[src/rtl/divisor.sv]
// divisor: sequential signed divider (DIV) for the multicycle MIPS datapath.
// Restoring division on operand magnitudes, one quotient bit per clock.
// The signs are applied to the quotient and remainder at the end.
// Quotient goes to resultLow (LO) and remainder to resultHigh (HI).
module divisor #(
    parameter int WIDTH = 32
) (
    input  logic             clk,
    input  logic             Reset,
    input  logic [WIDTH-1:0] A,
    input  logic [WIDTH-1:0] B,
    input  logic             DivIn,
    output logic [WIDTH-1:0] resultHigh,
    output logic [WIDTH-1:0] resultLow,
    output logic             DivOut,
    output logic             DivZero
);

    localparam int CW = $clog2(WIDTH + 1);

    typedef enum logic [1:0] {
        S_IDLE = 2'd0,
        S_RUN  = 2'd1,
        S_DONE = 2'd2
    } state_t;

    state_t           r_state;
    state_t           w_state_nxt;

    logic [CW-1:0]    r_cnt;
    logic [WIDTH-1:0] r_rem;
    logic [WIDTH-1:0] r_dvd;
    logic [WIDTH-1:0] r_quo;
    logic [WIDTH-1:0] r_dvs;
    logic             r_sign_q;
    logic             r_sign_r;

    logic             w_start;
    logic             w_zero;
    logic [WIDTH:0]   w_shift;
    logic [WIDTH:0]   w_diff;
    logic             w_ge;
    logic [WIDTH-1:0] w_rem_nxt;

    // Two's complement magnitude; 0x80000000 maps to itself as an unsigned value.
    function automatic logic [WIDTH-1:0] f_abs(input logic [WIDTH-1:0] v);
        return v[WIDTH-1] ? ((~v) + WIDTH'(1)) : v;
    endfunction

    // Re-apply a sign to an unsigned magnitude.
    function automatic logic [WIDTH-1:0] f_apply_sign(input logic [WIDTH-1:0] mag,
                                                      input logic             neg);
        return neg ? ((~mag) + WIDTH'(1)) : mag;
    endfunction

    assign w_start = (r_state == S_IDLE) && DivIn && (B != '0);
    assign w_zero  = (r_state == S_IDLE) && DivIn && (B == '0);

    // One restoring step. The subtraction is one bit wider than the operands,
    // so a divisor magnitude of 0x80000000 cannot overflow it. The borrow
    // (top bit of w_diff) shows that the shifted remainder was smaller.
    assign w_shift   = {r_rem, r_dvd[WIDTH-1]};
    assign w_diff    = w_shift - {1'b0, r_dvs};
    assign w_ge      = ~w_diff[WIDTH];
    assign w_rem_nxt = w_ge ? w_diff[WIDTH-1:0] : w_shift[WIDTH-1:0];

    // State register
    always_ff @(posedge clk or negedge Reset) begin
        if (!Reset) r_state <= S_IDLE;
        else        r_state <= w_state_nxt;
    end

    // Next-state logic. DONE lasts two cycles: the first writes the results,
    // and the second holds the done pulse before the FSM returns to IDLE.
    always_comb begin
        w_state_nxt = r_state;
        case (r_state)
            S_IDLE: if (w_start) w_state_nxt = S_RUN;
            S_RUN:  if (r_cnt == CW'(1)) w_state_nxt = S_DONE;
            S_DONE: if (DivOut) w_state_nxt = S_IDLE;
            default: w_state_nxt = S_IDLE;
        endcase
    end

    // Datapath: operand capture, iteration, result write-back and status pulses
    always_ff @(posedge clk or negedge Reset) begin
        if (!Reset) begin
            r_cnt      <= '0;
            r_rem      <= '0;
            r_dvd      <= '0;
            r_quo      <= '0;
            r_dvs      <= '0;
            r_sign_q   <= 1'b0;
            r_sign_r   <= 1'b0;
            resultHigh <= '0;
            resultLow  <= '0;
            DivOut     <= 1'b0;
            DivZero    <= 1'b0;
        end else begin
            DivOut  <= 1'b0;
            DivZero <= w_zero;
            case (r_state)
                S_IDLE: begin
                    if (w_start) begin
                        r_dvd    <= f_abs(A);
                        r_dvs    <= f_abs(B);
                        r_sign_q <= A[WIDTH-1] ^ B[WIDTH-1];
                        r_sign_r <= A[WIDTH-1];
                        r_rem    <= '0;
                        r_quo    <= '0;
                        r_cnt    <= CW'(WIDTH);
                    end
                end
                S_RUN: begin
                    r_rem <= w_rem_nxt;
                    r_dvd <= {r_dvd[WIDTH-2:0], 1'b0};
                    r_quo <= {r_quo[WIDTH-2:0], w_ge};
                    r_cnt <= r_cnt - CW'(1);
                end
                S_DONE: begin
                    if (!DivOut) begin
                        resultLow  <= f_apply_sign(r_quo, r_sign_q);
                        resultHigh <= f_apply_sign(r_rem, r_sign_r);
                        DivOut     <= 1'b1;
                    end
                end
                default: ;
            endcase
        end
    end

endmodule

[config.mk]
export PLATFORM = sky130hd
export DESIGN_NAME = divisor
export DESIGN_NICKNAME = d
export VERILOG_FILES = /design/src/rtl/divisor.sv
export SDC_FILE = /design/constraint.sdc
export NUM_CORES = 1
export LEC_CHECK = 0
export CAP_MARGIN = 10
export CORE_MARGIN = 4
export CORE_UTILIZATION = 50
export DETAILED_ROUTE_END_ITERATION = 7
export HOLD_SLACK_MARGIN = 0.05
export PLACE_DENSITY = 0.72
export SLEW_MARGIN = 20
export SYNTH_ARGS = -nofsm -noshare
export SYNTH_HDL_FRONTEND = slang
export SYNTH_SLANG_ARGS = --single-unit
[constraint.sdc]
create_clock -name clk -period 4.1 [get_ports clk]
set_input_delay 0.82 -clock clk [delete_from_list [all_inputs] [get_ports clk]]
set_output_delay 0.82 -clock clk [all_outputs]
set_load 0.005 [all_outputs]
==> results.py, run 1 <==
metrics = {
    "synthesis": {
        "yosys_register_bits": 204,
        "synth_top_family_by_area": "compound AO/OA/AOI/OAI gates",
        "synth_compound_area_frac": 0.2064,
        "synth_edf_count": 0,
        "synth_cells": 1384,
        "synthFlopType": "dfrtp_1",
        "synth-simple-area-share": 0.1727,
        "synth_nets": 1490,
        "synth_warnings": 0,
        "synth_xor_area_frac": 0.1062,
        "syn-cell-area_um2": 12130,
        "yosys.area_share.adder": 0.04086,
        "synth_cell_types": 60,
        "postSynthAreaPerCell_um2": 8.762,
        "synthArstFlopShare": 1.000,
        "muxShareOfSynthArea": 0.004953,
        "seq_area_frac_synth": 0.4210,
    },
    "detailed_routing": {
        "routed_wl_um": 28160,
        "wl_per_cell_um": 15.52,
        "post_drt_via_cell_ratio": 5.617,
        "ant_nets": 0,
        "drt_pass1_iterations": 5,
        "first_iter_violations": 593,
        "vias": 10190,
        "route.detailed.drc": 0,
    },
    "setup_path": {
        "rr_worst_depth": 13,
        "critPathCapture": "r_rem[20]",
        "rr_endpoint": "r_rem[20]",
        "critPathKind": "flop to flop",
        "critPathCaptureType": "flop",
        "crit_start": "r_dvd[31]",
        "r2r_setup_slack_ns": 0.52,
        "r2r_start": "r_dvd[31]",
        "crit_arrival_ns": 4.03,
        "cp_max_fo": 23,
        "start_kind": "flop",
        "required_ns": 4.55,
    },
    "finish": {
        "fin_nets": 1585,
        "design_area_um2": 14420,
        "antenna_cells": 0,
        "area_delta_synth_final_pct": 18.87,
        "final_layout_size_suffix_gt1_frac": 0.04950,
    },
    "clock_tree": {
        "cts_setup_buffers": 0,
        "cts_tree": "done",
        "cts_buffer_depth": 3,
        "h-tree-depth": 1,
        "cts_root_buffer": "clkbuf_16",
        "numCtsBuffers": 23,
        "clock_sinks": 204,
        "clk_pin_slew_ns": 0.06,
        "cts.repair.resized": 0,
        "clkLatencyLatePin_ns": 0.52,
        "cts_hold_buf": 0,
    },
    "grt": {
        "grt_usage": 0.2095,
        "grt_pass1_vias": 9660,
        "grt_max_degree": 88,
        "grt_remaining_overflow": 0,
        "grt_pass1_wl_um": 47430,
        "antenna_found_initial": 0,
    },
    "place": {
        "post-place-ws_ns": 0.07153,
        "dp_hpwl_um": 20570,
        "gp_congestion": 0.8688,
        "io_buffers": 132,
        "placed_area_um2": 13700,
    },
    "pwr": {
        "ir_drop_mv": 0.4036,
        "power.total_w": 0.01127,
        "leakagePower_nw": 6.267,
        "p_per_area_nw_per_um2": 781.9,
    },
    "run": {
        "drv_cap": 0,
    },
    "floorplan": {
        "die_w_um": 163.7,
        "die_area_um2": 26810,
        "die_h_um": 163.7,
        "rows": 56,
        "io_pins": 133,
        "initial_core_util": 0.5120,
        "core_area_um2": 23680,
    },
    "sta": {
        "final-hold-violation-count": 0,
        "worst_slew_pin_slew_ns": 1.043,
        "maxSlewHeadroom": 0.3046,
        "setup_viol": 0,
        "rsz0062_at_grt": "false",
        "drv_slew": 0,
        "post-route-period-util": 0.8724,
        "hold_slack_ns": 0.3029,
        "final.setup.worst_slack_ns": 0.5230,
        "setup-tns-final_ns": 0,
        "finClkSkew_ns": 0.01074,
        "period_needed_ns": 3.577,
        "max_freq_mhz": 279.6,
    },
    "worst_hold_path": {
        "hp-class": "primary input to async pin",
    },
    "status": {
        "status": "complete, no violations",
    },
}
==> how the worst min path moves through the flow <==
stage | start | endpoint | slack [ns] | depth (start not counted)
after floorplan | r_cnt[5] | r_cnt[5] | 0.45 | 1
after global placement | resultLow[10] | resultLow[10] | 0.46 | 2
after detailed placement | resultLow[15] | resultLow[15] | 0.47 | 2
after CTS | Reset | resultLow[7] | 0.34 | 1
after global routing | Reset | resultLow[7] | 0.37 | 1
final | Reset | resultLow[7] | 0.30 | 1
==> synth_stat cells (10+ instances only) <==
| library cell | number | area share |
|---|---|---|
| o21ai_0 | 81 | 0.033 |
| a21oi_1 | 31 | 0.013 |
| o41ai_1 | 20 | 0.014 |
| dfrtp_1 | 204 | 0.42 |
| nand3_1 | 49 | 0.020 |
| nor3_1 | 13 | 0.0054 |
| or3_1 | 10 | 0.0052 |
| o21ai_1 | 118 | 0.049 |
| xor2_1 | 104 | 0.075 |
| nor2b_1 | 11 | 0.0057 |
| nand2b_1 | 15 | 0.0077 |
| clkbuf_1 | 59 | 0.018 |
| a221o_1 | 25 | 0.021 |
| or4_1 | 16 | 0.0099 |
| o31ai_1 | 38 | 0.024 |
| nand2_1 | 251 | 0.078 |
| a32oi_1 | 26 | 0.019 |
| nor2_1 | 57 | 0.018 |
| xnor2_1 | 43 | 0.031 |
| a21o_1 | 13 | 0.0080 |
| inv_1 | 53 | 0.016 |
| ha_1 | 38 | 0.039 |
==> layout make-up <==
| class | instances | area, µm² |
|---|---|---|
| clock inverter | 7 | 52.55 |
| inverter | 55 | 206.4 |
| sequential | 204 | 5105 |
| timing repair buffer | 151 | 1513 |
| clock buffer | 34 | 666.9 |
| tap | 319 | 399.1 |
| multi-input combinational | 1044 | 6472 |
| fill | 2132 | 9268 |
==> critical path, cell delays in order, from the launching register on <==
cell and delay, ns:
dfrtp_1 0.45, inv_1 0.07, ha_1 0.23, fa_1 0.38, nand2b_1 0.20, a21o_1 0.19, a31o_2 0.23, a21o_1 0.21
o21bai_1 0.34, a211oi_1 0.22, xnor2_1 0.32, buf_4 0.35, o311ai_1 0.19, nand3_1 0.13
==> layer usage <==
metal | global-route usage | part of all wire
met1 | 0.3105 | 0.48
met2 | 0.3269 | 0.44
met3 | 0.03112 | 0.061
met4 | 0.04918 | 0.018
met5 | 0 | 0
==> report_power, final <==
| group | leakage, nW | internal [W] | switching, W |
|---|---|---|---|
| sequential | 2.62 | 0.00270 | 0.000734 |
| clock | 0.356 | 0.00113 | 0.000806 |
| combinational | 3.29 | 0.00256 | 0.00334 |
| total | 6.27 | 0.00639 | 0.00488 |
==> sequential cells by signal, summed over array words and instances, names as in the netlist <==
signal      cells
r_state         2
resultLow      32
r_dvd          32
DivOut          1
r_sign_r        1
r_quo          32
DivZero         1
r_cnt           6
r_rem          32
r_sign_q        1
r_dvs          32
resultHigh     32
==> cells in the final DEF (no fill, tap or decap), drive strengths merged, types with 2 or more instances in the layout <==
master	count
clkinv	5
nor4b	2
o311ai	3
a22oi	6
nor3	13
or4b	2
clkdlybuf4s50	130
and3	2
nor2	57
or3	11
a21boi	2
clkbuf	35
a21o	13
o21ai	199
mux2i	6
nand3	51
o31ai	38
o2111ai	3
buf	20
nand2	251
a211oi	3
inv	56
a31oi	7
a221o	25
and2	3
ha	38
xor2	104
nor2b	11
o41ai	20
o21a	3
a21oi	31
nor4	9
dfrtp	204
o211ai	7
or4	17
nand2b	15
a32oi	26
xnor2	43
or2	7
nand4	6
==> cell families after synthesis <==
family | Yosys count
and+or+nand+nor | 459
muxes | 6
xor gates and xnor gates | 147
AOI/OAI and AO/OA | 393
adders and majority gates | 39
DFF | 204
buffers and inverters | 136
==> through the flow <==
| stage | util | cells |
|---|---|---|
| 4_1_cts | 0.6089 | 1814 |
| 2_1_floorplan | - | 1384 |
| 3_3_place_gp | 0.5785 | 1773 |
| 5_1_grt | 0.6087 | 1814 |
| 3_5_place_dp | 0.5785 | 1773 |
| 6_report | 0.6087 | 1814 |
No activity file was read; power rests on OpenSTA's default activity.
==> run 2: changes to the inputs <==
--- a/config.mk
+++ b/config.mk
@@ -6,11 +6,13 @@
 export NUM_CORES = 1
 export LEC_CHECK = 0
 export CAP_MARGIN = 10
-export CORE_MARGIN = 4
+export CORE_MARGIN = 5
 export CORE_UTILIZATION = 50
+export CTS_CLUSTER_DIAMETER = 50
 export DETAILED_ROUTE_END_ITERATION = 7
 export HOLD_SLACK_MARGIN = 0.05
 export PLACE_DENSITY = 0.72
+export SETUP_SLACK_MARGIN = 0.15
 export SLEW_MARGIN = 20
 export SYNTH_ARGS = -nofsm -noshare
 export SYNTH_HDL_FRONTEND = slang
==> run 2 against run 1 <==
Hold slack better by 0.099 ns. Flip-flop and latch count stayed put. Clock skew down 0.00066 ns. Final area grew 1.1%. Sequential power is essentially flat. Register-to-register slack lost 0.06 ns. Critical path depth did not move. Combinational power rose by 1%. Die area rose by 2.5%. Via count fell by 0.55%. Critical path type unchanged. Highest routed layer unchanged.
==> results.py, run 2 (synthesis gave the netlist of run 1 again) <==
metrics = {
    "floorplan": {
        "die_area_um2": 27470,
        "io_pins": 133,
        "die_w_um": 165.7,
        "die_h_um": 165.7,
        "rows": 57,
        "initial_core_util": 0.5031,
        "core_area_um2": 24110,
    },
    "sta": {
        "finClkSkew_ns": 0.01008,
        "setup_viol": 0,
        "rsz0062_at_grt": "false",
        "final-hold-violation-count": 0,
        "period_needed_ns": 3.639,
        "maxSlewHeadroom": 0.3144,
        "hold_slack_ns": 0.4017,
        "worst_slew_pin_slew_ns": 1.028,
        "max_freq_mhz": 274.8,
        "drv_slew": 0,
        "post-route-period-util": 0.8875,
        "setup-tns-final_ns": 0,
    },
    "detailed_routing": {
        "route.detailed.drc": 0,
        "drt_pass1_iterations": 7,
        "routed_wl_um": 27880,
        "post_drt_via_cell_ratio": 5.544,
        "first_iter_violations": 615,
        "ant_nets": 0,
        "wl_per_cell_um": 15.25,
        "vias": 10130,
    },
    "clock_tree": {
        "h-tree-depth": 1,
        "cts.repair.resized": 0,
        "clock_sinks": 204,
        "clk_pin_slew_ns": 0.06,
        "cts_buffer_depth": 3,
        "cts_tree": "done",
        "cts_setup_buffers": 0,
        "cts_hold_buf": 0,
        "cts_root_buffer": "clkbuf_16",
        "numCtsBuffers": 24,
        "clkLatencyLatePin_ns": 0.51,
    },
    "grt": {
        "grt_pass1_wl_um": 47640,
        "grt_remaining_overflow": 0,
        "grt_max_degree": 107,
        "antenna_found_initial": 0,
        "grt_pass1_vias": 9473,
        "grt_usage": 0.1987,
    },
    "setup_path": {
        "cp_max_fo": 25,
        "critPathCaptureType": "flop",
        "critPathKind": "flop to flop",
        "start_kind": "flop",
        "max_stage_delay_ns": 0.44,
        "crit_arrival_ns": 4.06,
        "required_ns": 4.52,
        "worst_path_max_delay_cell": "o21bai_1",
        "rr_worst_depth": 13,
        "crit_chain": "inv_1, ha_1, fa_1, nand2b_1, a21o_1, a31o_2, a21o_1, o21bai_1, a211oi_1, xnor2_1, buf_12, nand2_1, o211ai_1",
        "r2r_start": "r_dvd[31]",
        "rr_endpoint": "r_rem[24]",
        "r2r_setup_slack_ns": 0.46,
        "cp_common_cell": "a21o_1",
    },
    "status": {
        "status": "complete, no violations",
    },
    "finish": {
        "multi_input_area_um2": 6472,
        "fillers": 2127,
        "final_common_cell": "nand2_1",
        "final_layout_size_suffix_gt1_frac": 0.05785,
        "fin_cells": 1828,
        "final_cell_mix": "nand2_1, dfrtp_1, clkdlybuf4s50_1, o21ai_1, xor2_1",
        "fin_nets": 1592,
        "antenna_cells": 0,
        "design_area_um2": 14570,
        "register_area_um2": 5105,
        "area_delta_synth_final_pct": 20.18,
    },
    "place": {
        "dp_hpwl_um": 20500,
        "dp_cells": 1783,
        "gp_congestion": 0.8538,
        "placed_area_um2": 13740,
        "io_buffers": 132,
    },
    "worst_hold_path": {
        "hp-class": "primary input to async pin",
    },
    "pwr": {
        "ir_drop_mv": 0.5558,
        "leakagePower_nw": 6.336,
        "p_per_area_nw_per_um2": 791.6,
    },
    "run": {
        "drv_cap": 0,
    },
}
## run 2: cell types whose count changed in the layout (fill, tap and decap cells not counted), moves of 2 or more
cell and delta:
clkinv_4 +2, inv_6 +3, buf_4 +5, clkinvlp_4 +3, clkbuf_1 -4, clkbuf_16 +2
clkbuf_8 -3, bufinv_16 +2
## run 2: critical path, delay by kind of cell, from the launching register on
family                   cells  cell delay (ns)
buffers and inverters        2             0.28
AO/OA/AOI/OAI                6             1.55
AND/OR/NAND/NOR              2             0.39
adder cells (fa/ha/maj)      2             0.61
XOR/XNOR                     1             0.33
flip-flops                   1             0.38
## run 2: cell type report
type                    count  share of cell area
repair buffers            157              0.1077
flip-flops and latches    204              0.3503
multi-input cells        1044              0.4441
inverters                  55             0.01417
well taps                 324             0.02782
clock inverters            15             0.01056
clock buffers              29             0.04533
## run 2: worst max path at each step
stage                   start         to  cells after the start
global route        r_dvd[31]  r_rem[30]                     13
CTS                 r_dvd[31]  r_rem[24]                     13
finish              r_dvd[31]  r_rem[24]                     13
floorplan               B[10]   r_dvd[5]                      9
global placement        B[10]   r_rem[0]                     11
detailed placement      B[10]   r_rem[0]                     11
## run 2: power by group
part | total [W] | switching (W) | internal [W] | leakage (nW)
combinational | 0.00597 | 0.00335 | 0.00261 | 3.32
clock | 0.00214 | 0.000857 | 0.00129 | 0.391
sequential | 0.00343 | 0.000721 | 0.00270 | 2.62
total | 0.0115 | 0.00493 | 0.00661 | 6.34
## run 2: per-layer routing
| layer | vias to the layer above | wire length, µm | GRT usage |
|---|---|---|---|
| met5 | - | 0 | 0 |
| met4 | 0 | 309 | 0.03013 |
| met3 | 26 | 1687 | 0.03428 |
| met2 | 274 | 12500 | 0.3120 |
| met1 | 4717 | 13390 | 0.2974 |
| li1 | 5117 | - | - |
## run 2: through the flow
step / total power, W / setup slack (ns) / utilization
floorplan: 0.007718 / 0.7506 / -
global placement: 0.009202 / 0.1275 / 0.5702
detailed placement: 0.009339 / 0.03411 / 0.5702
CTS: 0.01153 / 0.4395 / 0.6040
global route: 0.01246 / 0.2589 / 0.6046
finish: 0.01154 / 0.4612 / 0.6046
==> run 3: changes to the inputs <==
--- a/config.mk
+++ b/config.mk
@@ -6,6 +6,7 @@
 export NUM_CORES = 1
 export LEC_CHECK = 0
 export CAP_MARGIN = 10
+export CORE_ASPECT_RATIO = 1.5
 export CORE_MARGIN = 5
 export CORE_UTILIZATION = 50
 export CTS_CLUSTER_DIAMETER = 50
@@ -13,6 +14,7 @@
 export HOLD_SLACK_MARGIN = 0.05
 export PLACE_DENSITY = 0.72
 export SETUP_SLACK_MARGIN = 0.15
+export SKIP_LAST_GASP = 1
 export SLEW_MARGIN = 20
 export SYNTH_ARGS = -nofsm -noshare
 export SYNTH_HDL_FRONTEND = slang
==> constraint.sdc (replaced) <==
create_clock -name clk -period 3.8 [get_ports clk]
set_input_delay 0.76 -clock clk [delete_from_list [all_inputs] [get_ports clk]]
set_output_delay 0.76 -clock clk [all_outputs]
set_load 0.005 [all_outputs]
==> run 3 against run 2 <==
Flip-flop and latch count unchanged. Non-clock buffer count increased by 19. Sequential power increased by 7.6%. Cell count increased by 0.38%. Final area increased by 0.36%. Power increased by 7.2%. Global-route usage increased by 1.2 points. Utilization increased by 0.93 points. Hold slack got worse by 0.077 ns. Critical path type is now primary input to flop. Largest power group unchanged.
==> results.py, run 3 (synthesis gave the netlist of run 1 again) <==
metrics = {
    "status": {
        "status": "complete, no violations",
    },
    "setup_path": {
        "r2r_setup_slack_ns": 0.52,
        "start_kind": "primary input",
        "crit_arrival_ns": 3.80,
        "critPathKind": "primary input to flop",
        "critPathCaptureType": "flop",
        "required_ns": 4.22,
        "crit_start": "B[16]",
        "cp_max_fo": 22,
        "r2r_start": "r_dvd[31]",
    },
    "clock_tree": {
        "clkLatencyLatePin_ns": 0.49,
        "h-tree-depth": 1,
        "clk_pin_slew_ns": 0.07,
        "cts_root_buffer": "clkbuf_16",
        "clock_sinks": 204,
        "cts.repair.resized": 0,
        "cts_buffer_depth": 3,
        "cts_setup_buffers": 0,
        "cts_tree": "done",
        "cts_hold_buf": 0,
        "numCtsBuffers": 20,
    },
    "detailed_routing": {
        "drt_pass1_iterations": 5,
        "vias": 10280,
        "ant_nets": 0,
        "wl_per_cell_um": 15.60,
        "first_iter_violations": 542,
        "post_drt_via_cell_ratio": 5.601,
        "routed_wl_um": 28640,
        "route.detailed.drc": 0,
    },
    "pwr": {
        "power.total_w": 0.01237,
        "leakagePower_nw": 6.382,
        "p_per_area_nw_per_um2": 845.8,
        "ir_drop_mv": 0.3770,
    },
    "sta": {
        "max_freq_mhz": 296.0,
        "drv_slew": 0,
        "hold_slack_ns": 0.3243,
        "finClkSkew_ns": 0.01398,
        "post-route-period-util": 0.8891,
        "final-hold-violation-count": 0,
        "period_needed_ns": 3.379,
        "setup_viol": 0,
        "maxSlewHeadroom": 0.2959,
        "rsz0062_at_grt": "false",
        "worst_slew_pin_slew_ns": 1.056,
    },
    "place": {
        "gp_congestion": 0.8908,
        "dp_hpwl_um": 21320,
        "io_buffers": 132,
        "placed_area_um2": 13930,
    },
    "floorplan": {
        "die_area_um2": 27530,
        "rows": 69,
        "initial_core_util": 0.5089,
        "die_h_um": 200.7,
        "io_pins": 133,
        "core_area_um2": 23830,
        "die_w_um": 137.2,
    },
    "finish": {
        "fin_util": 0.6138,
        "final_layout_size_suffix_gt1_frac": 0.06469,
        "design_area_um2": 14630,
        "fillers": 2117,
        "final_cell_mix": "nand2_1, dfrtp_1, clkdlybuf4s50_1, o21ai_1, xor2_1",
        "fin_nets": 1607,
        "register_area_um2": 5105,
        "final_common_cell": "nand2_1",
        "multi_input_area_um2": 6472,
        "area_delta_synth_final_pct": 20.61,
    },
    "grt": {
        "grt_remaining_overflow": 0,
        "grt_pass1_wl_um": 48830,
        "grt_pass1_vias": 10110,
        "antenna_found_initial": 1,
        "grt_max_degree": 93,
        "grt_usage": 0.2104,
    },
    "worst_hold_path": {
        "hp-class": "primary input to async pin",
    },
    "run": {
        "drv_cap": 0,
    },
}
run 3: cell types whose count changed in the layout (fill, tap and decap cells not counted), sizes merged:
cell / delta
buf: +18
bufinv: +1
clkbuf: -6
clkdlybuf4s50: +1
clkinvlp: -1
diode: +1
inv: -2
run 3: layout make-up:
type	count	share of cell area
timing repair buffer	176	0.1192
tap	319	0.02729
multi-input combinational	1044	0.4425
sequential	204	0.3490
antenna	1	0.0001711
inverter	55	0.01411
clock buffer	23	0.03713
clock inverter	13	0.01061
run 3: power breakdown:
part	internal, W	switching, W
logic	0.00291	0.00368
clock network	0.00124	0.000851
registers	0.00291	0.000774
total	0.00707	0.00530
run 3: routing by layer:
metal,track usage,vias to the layer above,part of all wire
met5,0,-,0
met4,0.05064,0,0.019
met3,0.02182,30,0.044
met2,0.3807,210,0.52
met1,0.2663,4902,0.42
li1,-,5135,-
run 3: worst max-delay path, cell delays in order:
cell	delay, ns
clkdlybuf4s50_1	0.41
or4_1	0.54
nor4_1	0.30
nand2b_1	0.14
or3_4	0.35
or4b_4	0.53
a21oi_1	0.15
or2_2	0.15
buf_4	0.25
a22oi_1	0.10
o21ai_1	0.11
run 3: worst paths after layout:
path,endpoint,cells past startpoint
min,resultLow[7],1
min reg2reg,resultLow[10],2
max reg2reg,r_rem[9],15
max,r_dvd[21],11
min in group clk,resultLow[10],2
max in group asynchronous,r_dvd[12],2
run 3: stage by stage:
step / setup WS [ns] / instances / setup TNS, ns
final: 0.4215 / 1835 / 0
after global routing: 0.1827 / 1835 / 0
after CTS: 0.4248 / 1834 / 0
after floorplan: 0.5106 / 1384 / 0
after detailed placement: -0.07634 / 1798 / -1.771
after global placement: -0.06657 / 1798 / -1.132
